`src/rtl/pll_ctrl_pkg.sv`:
```
// Shared definitions for the PLL lock / reset controller.
//   state_t  : controller states
//   RETRY_W  : width of the failed-attempt counter
//   LOSS_W   : width of the optional lock-loss statistics counter
//   max3     : helper that sizes the shared cycle counter
package pll_ctrl_pkg;

  typedef enum logic [2:0] {
    PLL_RST   = 3'd0,
    WAIT_LOCK = 3'd1,
    STABLE    = 3'd2,
    RUN       = 3'd3,
    FAIL      = 3'd4
  } state_t;

  localparam int RETRY_W = 4;
  localparam int LOSS_W  = 16;

  function automatic int unsigned max3(input int unsigned a, input int unsigned b,
                                       input int unsigned c);
    int unsigned m;
    m = (a > b) ? a : b;
    return (m > c) ? m : c;
  endfunction

endpackage

```
`src/rtl/pll_lock_reset_ctrl_sync2.sv`:
```
// sync2: two-flop synchroniser for one asynchronous bit, cleared to 0 by reset.
//   clk   in  sampling clock
//   reset in  synchronous, active-high
//   d     in  asynchronous input
//   q     out synchronised output (2-cycle latency)
module sync2 (
  input  logic clk,
  input  logic reset,
  input  logic d,
  output logic q
);

  logic d_p0;
  logic d_p1;

  always_ff @(posedge clk) begin
    if (reset) begin
      d_p0 <= 1'b0;
      d_p1 <= 1'b0;
    end else begin
      // stage 0: metastability capture
      d_p0 <= d;
      // stage 1: resolved output
      d_p1 <= d_p0;
    end
  end

  assign q = d_p1;

endmodule

```
`src/rtl/pll_lock_reset_ctrl.sv`:
```
// pll_lock_reset_ctrl: drives the rPLL reset, watches its lock output and holds
// the system reset until the PLL has been stably locked. Loss of lock restarts
// the PLL; repeated lock timeouts end in a sticky fail state.
// Optional feature: define PLL_LOCK_STATS_EN to add lock_loss_cnt.
// Ports:
//   clk           in   free-running reference clock (rPLL clkin)
//   reset         in   synchronous, active-high
//   pll_lock      in   rPLL lock, asynchronous to clk
//   pll_rst       out  rPLL reset, active-high
//   sys_rst       out  system reset, active-high
//   ready         out  high only while running
//   fail          out  sticky: lock not achieved within MAX_RETRIES attempts
//   retry_cnt     out  failed attempts in the current bring-up
//   lock_loss_cnt out  (PLL_LOCK_STATS_EN only) saturating count of lock losses in RUN
module pll_lock_reset_ctrl
  import pll_ctrl_pkg::*;
#(
  parameter int unsigned RST_CYCLES    = 16,
  parameter int unsigned LOCK_TIMEOUT  = 4096,
  parameter int unsigned STABLE_CYCLES = 256,
  parameter int unsigned MAX_RETRIES   = 3
) (
  input  logic               clk,
  input  logic               reset,
  input  logic               pll_lock,
  output logic               pll_rst,
  output logic               sys_rst,
  output logic               ready,
  output logic               fail,
  output logic [RETRY_W-1:0] retry_cnt
`ifdef PLL_LOCK_STATS_EN
  ,
  output logic [LOSS_W-1:0]  lock_loss_cnt
`endif
);

  localparam int unsigned MAX_CNT = max3(RST_CYCLES, LOCK_TIMEOUT, STABLE_CYCLES);
  localparam int CNT_W = (MAX_CNT > 1) ? $clog2(MAX_CNT) : 1;

  localparam logic [CNT_W-1:0] RST_LAST = CNT_W'(RST_CYCLES - 1);
  localparam logic [CNT_W-1:0] TO_LAST  = CNT_W'(LOCK_TIMEOUT - 1);
  // The WAIT_LOCK cycle that first sees lock_s is the first of the consecutive
  // locked cycles, so STABLE itself only needs STABLE_CYCLES-1 of them.
  localparam logic [CNT_W-1:0] STB_LAST =
    CNT_W'((STABLE_CYCLES >= 2) ? (STABLE_CYCLES - 2) : 0);
  localparam logic [RETRY_W-1:0] RETRY_MAX = RETRY_W'(MAX_RETRIES);

  logic               lock_s;
  state_t             state, state_nxt;
  logic [CNT_W-1:0]   cnt, cnt_nxt;
  logic [RETRY_W-1:0] retry_nxt;

  sync2 u_lock_sync (
    .clk   (clk),
    .reset (reset),
    .d     (pll_lock),
    .q     (lock_s)
  );

  always_comb begin
    state_nxt = state;
    cnt_nxt   = cnt;
    retry_nxt = retry_cnt;
    case (state)
      PLL_RST: begin
        if (cnt == RST_LAST) begin
          state_nxt = WAIT_LOCK;
          cnt_nxt   = '0;
        end else begin
          cnt_nxt = cnt + CNT_W'(1);
        end
      end
      WAIT_LOCK: begin
        // Lock seen on the timeout cycle takes priority over the timeout.
        if (lock_s) begin
          state_nxt = STABLE;
          cnt_nxt   = '0;
        end else if (cnt == TO_LAST) begin
          retry_nxt = retry_cnt + RETRY_W'(1);
          state_nxt = (retry_nxt == RETRY_MAX) ? FAIL : PLL_RST;
          cnt_nxt   = '0;
        end else begin
          cnt_nxt = cnt + CNT_W'(1);
        end
      end
      STABLE: begin
        if (!lock_s) begin
          state_nxt = WAIT_LOCK;
          cnt_nxt   = '0;
        end else if (cnt == STB_LAST) begin
          state_nxt = RUN;
          cnt_nxt   = '0;
          retry_nxt = '0;
        end else begin
          cnt_nxt = cnt + CNT_W'(1);
        end
      end
      RUN: begin
        if (!lock_s) begin
          state_nxt = PLL_RST;
          cnt_nxt   = '0;
        end
      end
      FAIL: begin
        state_nxt = FAIL;
      end
      default: begin
        state_nxt = PLL_RST;
        cnt_nxt   = '0;
      end
    endcase
  end

  // Outputs are registered from the next state so they change on the same edge
  // as the state register; sys_rst and ready therefore never disagree.
  always_ff @(posedge clk) begin
    if (reset) begin
      state     <= PLL_RST;
      cnt       <= '0;
      retry_cnt <= '0;
      pll_rst   <= 1'b1;
      sys_rst   <= 1'b1;
      ready     <= 1'b0;
      fail      <= 1'b0;
    end else begin
      state     <= state_nxt;
      cnt       <= cnt_nxt;
      retry_cnt <= retry_nxt;
      pll_rst   <= (state_nxt == PLL_RST);
      sys_rst   <= (state_nxt != RUN);
      ready     <= (state_nxt == RUN);
      fail      <= (state_nxt == FAIL);
    end
  end

`ifdef PLL_LOCK_STATS_EN
  always_ff @(posedge clk) begin
    if (reset) begin
      lock_loss_cnt <= '0;
    end else if ((state == RUN) && (state_nxt == PLL_RST) && (lock_loss_cnt != '1)) begin
      lock_loss_cnt <= lock_loss_cnt + LOSS_W'(1);
    end
  end
`endif

endmodule

```
`config.mk`:
```
export PLATFORM = sky130hd
export DESIGN_NAME = pll_lock_reset_ctrl
export DESIGN_NICKNAME = d
export VERILOG_FILES = /design/src/rtl/pll_ctrl_pkg.sv /design/src/rtl/pll_lock_reset_ctrl_sync2.sv /design/src/rtl/pll_lock_reset_ctrl.sv
export SDC_FILE = /design/constraint.sdc
export NUM_CORES = 1
export LEC_CHECK = 0
export BUFFER_PORTS_ARGS = -buffer_cell sky130_fd_sc_hd__buf_2
export CAP_MARGIN = 20
export CORE_MARGIN = 4
export CORE_UTILIZATION = 55
export CTS_CLUSTER_SIZE = 8
export DETAILED_ROUTE_END_ITERATION = 10
export PLACE_DENSITY_LB_ADDON = 0.25
export SETUP_SLACK_MARGIN = 0.02
export SYNTH_ARGS = -nofsm -noshare
export SYNTH_HDL_FRONTEND = slang
export SYNTH_SLANG_ARGS = --single-unit
```
`constraint.sdc`:
```
create_clock -name clk -period 3.09 [get_ports clk]
set_clock_uncertainty 0.15 [all_clocks]
set_input_delay 0.309 -clock clk [delete_from_list [all_inputs] [get_ports clk]]
set_output_delay 0.309 -clock clk [all_outputs]
set_load 0.005 [all_outputs]
```
# Word level (Yosys, flattened, before mapping)
# Cells that the tools add are included.
# op_classes
addsub	2
eq_ne	16
muxes	20
bitwise_logic	1
n_reduce_logical	5
# ops
operator	count
$mux W12	6
$pmux W12 S5	1
$mux W3	7
$mux W4	4
$pmux W3 S5	1
$add A12 B1 Y12 const B	1
$eq A12 B12 Y1 const B	1
$eq A12 B4 Y1 const B	1
$eq A12 B8 Y1 const B	1
$eq A3 B2 Y1 const B	3
$ne A2 B2 Y1 const B	4
$pmux W4 S2	1
$eq A3 B3 Y1 const B	2
$logic_not A3 Y1	2
$reduce_and A5 Y1	1
$add A4 B1 Y4 const B	1
$eq A4 B2 Y1 const B	1
$eq A3 B1 Y1 const B	1
$ne A3 B2 Y1 const B	1
$ne A2 B1 Y1 const B	1
$reduce_and A2 Y1	1
$reduce_bool A2 Y1	1
$not A1 Y1	1
# totals
ff_bits	25
in_bits	3

# Logic depth before layout (Yosys ltp)
# logic_depth
depth_word	7
mapped_depth	8
mapped_depth_nobuf	7

# Cells and area by module
# From an unflattened synthesis, not the netlist that was laid out.
# unflattened
hier_cells	152
area_unflattened_um2	1307.5
# modules_own_cells
module	n_inst	cells_per_inst	area_each_um2
pll_lock_reset_ctrl	1	148	1255.0
sync2	1	4	52.6

# Worst setup path after synthesis
# OpenSTA, ideal clock, no wires.
# synth_path
path_type	flip-flop to flip-flop
start	register cnt[1]
end	register cnt[7]
setup_time_ns	0.120
arrival_time_ns	1.982
required_ns	2.820
slack_ns	0.839
stages_incl_launch_ff	8
synth_period_minus_slack_ns	2.251
path_cell_list	dfxtp_1 -> ha_1 -> nand3_1 -> or4_4 -> a211oi_4 -> buf_4 -> nor3_1 -> a211o_1
# synth_between
elab_chain_cells	4
word_cells_on_any_way	10
# synth_rtl
item	line	source
start: declaration	pll_lock_reset_ctrl.sv:50	logic [CNT_W-1:0] cnt, cnt_nxt;
start signal: assignment	pll_lock_reset_ctrl.sv:127	cnt <= cnt_nxt;
$add A12 B1 Y12, or another cell as far along	pll_lock_reset_ctrl.sv:70, pll_lock_reset_ctrl.sv:83, pll_lock_reset_ctrl.sv:95	
$mux W12 (on tied branches)	pll_lock_reset_ctrl.sv:90, pll_lock_reset_ctrl.sv:78	
$mux W12 (on tied branches)	pll_lock_reset_ctrl.sv:87, pll_lock_reset_ctrl.sv:75	
$pmux W12 S5 (*)	pll_lock_reset_ctrl.sv:64	case (state)
# Mark *: on every way between the ends. The rest lies on a longest branch, timed or not.
# A chain may end at the register's enable or synchronous reset.

# Worst setup path after layout
# layout_path
start	register cnt[1]
end	register cnt[2]
# The elaborated chain is that of the path after synthesis.

==> metrics.md <==
| Metric | Value |
|---|---|
| Outcome | `completed` |
| Most Crowded Layer GR | `met2` |
| DP HPWL | `2.005 mm` |
| Final setup margin | `0.4630 ns` |
| Slowest Stage Delay on Critical Path | `0.58 ns` |
| DRC viols | `0` |
| Yosys cell types | `51` |
| Worst-path maximum fanout | `16` |
| Dpl cell area | `1380 µm²` |
| Top cell family by delay on the critical path | `simple AND/OR/NAND/NOR gates` |
| CORE AREA | `2255 µm²` |
| Setup tns final | `0 ns` |
| Synthesized instance count | `151` |
| Slowest-stage cell, CP | `a211oi_4` |
| VDD IR max | `0.2207 mV` |
| Vias per cell | `6.171` |
| Min Tclk post-route | `2.627 ns` |
| Initial core utilization | `58.60%` |
| Nets | `167` |
| Clock Latency Late Sink | `0.31 ns` |
| Synth Register Bits | `25` |
| Pre-CTS WS | `0.4685 ns` |
| PD cells | `351.9 nW/µm²` |
| Number of gates resized after cts | `0` |
| Critical path endpoint category | `flop` |
| Starting DRT DRC Count | `24` |
| Final Power | `495.4 µW` |
| GP Congestion | `0.8728` |
| HP Class | `primary input to flop` |
| Multi-input logic area | `768.2 µm²` |
| Die footprint | `3251 µm²` |
| PortBufs | `10` |
| Avg Cell Area, Syn | `8.750 µm²` |
| Die X | `57.02 µm` |
| Register area | `500.5 µm²` |
| Mean routed wirelength per cell | `14.35 µm` |
| Die Ht | `57.02 µm` |
| Post-synth EDFFs | `0` |
| Clock buffer depth | `2` |
| I/O pin cnt | `11` |
| Ys flop type | `dfxtp_1` |
| First-pass GRT wire length | `4.767 mm` |
| Post-CTS Setup Bufs | `0` |
| CP Class | `flop to flop` |
| Total GRT Usage | `17.68%` |
| Vias in the first global route | `1094` |
| Largest net degree at the start of global routing | `29` |
| Final setup vio count | `0` |
| Clock network power share | `28.7%` |
| Met1 GRT Util | `22.14%` |
| Final period utilization | `85.02%` |
| Synth Cell Area | `1321 µm²` |
| Synth top area share | `37.88%` |
| Combinational share of power | `4.2%` |
| Grt ovf | `0` |
| Net Sw Frac | `22.39%` |
| Lkg Pwr | `0.0005224 µW` |
| Met2 track demand over resource | `32.14%` |
| Worst-path clk slew | `0.13 ns` |
| Met3 GRT Util | `2.715%` |
| CP Buf/Inv Count | `0` |
| Max-Cap Viols | `0` |
| Root buffer selected by CTS | `clkbuf_4` |
| WHS | `0.04677 ns` |
| Post-synthesis async set-or-reset flop share | `0%` |
| Final Max Tran Viols | `0` |
| Commonest non-fill, non-tap cell in the layout | `dfxtp_1` |
| Clock tree sinks | `25` |
| Synthesized Nets | `158` |
| Max Fclk | `0.3807 GHz` |
| YS warnings | `0` |
| Detail Route Antenna Nets | `0` |
| CTS buffer count | `3` |
| Crit path DAT | `2.69 ns` |
| Seq pwr share | `67.1%` |
| CP Launch Type | `flop` |
| Rel. slew slack | `59.75%` |
| Critical path cell sequence | `ha_1 > nand3_1 > or4_4 > a211oi_4 > nor2_1 > a22o_1` |
| Final wirelength | `2.684 mm` |
| Cell area after layout | `1408 µm²` |
| Layout cells sized above 1 | `11.95%` |
| Synth top area cells | `dfxtp_1 38%, nor2_1 4.3%, ha_1 3.8%` |
| Seq/Total Area, Yosys | `37.88%` |
| Area Growth Syn to Fin | `6.534%` |
| Sw Pwr | `110.9 µW` |
| Yosys top cell by area | `dfxtp_1` |
| Filler cells | `206` |
| N_diodes | `0` |
| Unrepaired setup endpoints after global routing | `no` |
| Most frequent cells in the layout | `25 x dfxtp_1, 15 x nor2_1, 10 x buf_2, 7 x nand2_1` |
| CTS tree | `done` |
| CTS H-Tree Depth | `1` |
| Int Pwr | `384.5 µW` |
| Initial antenna violation count | `0` |
| Worst Max-Slew Pin Slew | `0.6018 ns` |
| Worst EP required | `3.16 ns` |
| Final Hold Fails | `0` |
| Hold buffers post-CTS | `0` |
| Drt pass-1 iters | `4` |
| Rows | `17` |
| Via Count | `1154` |
==> stage by stage <==
stage	utilization [%]	cells
after detailed placement	61.21	183
after floorplan	-	151
after global routing	62.43	187
final	62.43	187
after CTS	62.43	187
after global placement	61.21	183
==> cell usage after synthesis (2+ instances only) <==
| cell type | instances |
|---|---|
| ha_1 | 4 |
| or4_1 | 3 |
| inv_1 | 6 |
| nand3b_1 | 2 |
| o31ai_1 | 4 |
| nor3b_1 | 4 |
| a21oi_1 | 5 |
| a22o_1 | 4 |
| nand3_1 | 6 |
| nor4_1 | 6 |
| nand4_1 | 2 |
| nor2b_1 | 6 |
| clkbuf_1 | 5 |
| a31oi_1 | 4 |
| and2_1 | 2 |
| a31o_1 | 2 |
| a211o_1 | 2 |
| nand2b_1 | 2 |
| nor2_1 | 15 |
| dfxtp_1 | 25 |
| nor3_1 | 4 |
| o22ai_1 | 2 |
| nand2_1 | 7 |
| xnor2_1 | 2 |
==> worst reg2reg max path, stage by stage, from the launching register on <==
cell      delay, ns
dfxtp_1        0.42
ha_1           0.25
nand3_1        0.20
or4_4          0.49
a211oi_4       0.58
nor2_1         0.18
a22o_1         0.27
==> power groups by stage <==
stage               clock (µW)  sequential [µW]  combinational [µW]
global placement             0              339                19.8
global route               158              333                24.7
finish                     142              332                20.7
CTS                        148              333                21.3
detailed placement           0              340                21.3
floorplan                    0              338                18.1
==> logic make-up (layout without fill, tap and decap cells) <==
logic type | Yosys count | count (layout) | synth area share, %
flops | 25 | 25 | 37.88
xor+xnor | 3 | 3 | 1.989
fa+ha+maj | 4 | 4 | 3.788
compound gates | 37 | 37 | 21.59
buf+inv | 13 | 21 | 3.977
simple gates | 69 | 69 | 30.78
==> cell type report <==
| cell class | count | area share [%] |
|---|---|---|
| multi-input combinational | 113 | 54.58 |
| sequential | 25 | 35.56 |
| timing repair buffer | 10 | 3.556 |
| tap | 28 | 2.489 |
| inverter | 7 | 1.867 |
| clock buffer | 3 | 1.600 |
| clock inverter | 1 | 0.3556 |
==> registers in the layout, summed over array words and instances (netlist names) <==
name / count
u_lock_sync.d_p0: 1
state: 3
cnt: 12
ready: 1
pll_rst: 1
sys_rst: 1
fail: 1
u_lock_sync.q: 1
retry_cnt: 4
==> path summary, 6_finish.rpt <==
path               startpoint               end  slack (ns)  cells past startpoint
max                    cnt[1]            cnt[2]        0.46                      6
min                  pll_lock  u_lock_sync.d_p0        0.05                      2
max reg2reg            cnt[1]            cnt[2]        0.46                      6
min reg2reg  u_lock_sync.d_p0     u_lock_sync.q        0.30                      1
==> metal layers <==
metal,vias to the layer above,wire length [µm]
met5,-,0
met4,0,18
met3,4,63
met2,12,1396
met1,554,1205
li1,584,-
(Power assumes the default switching activity.)
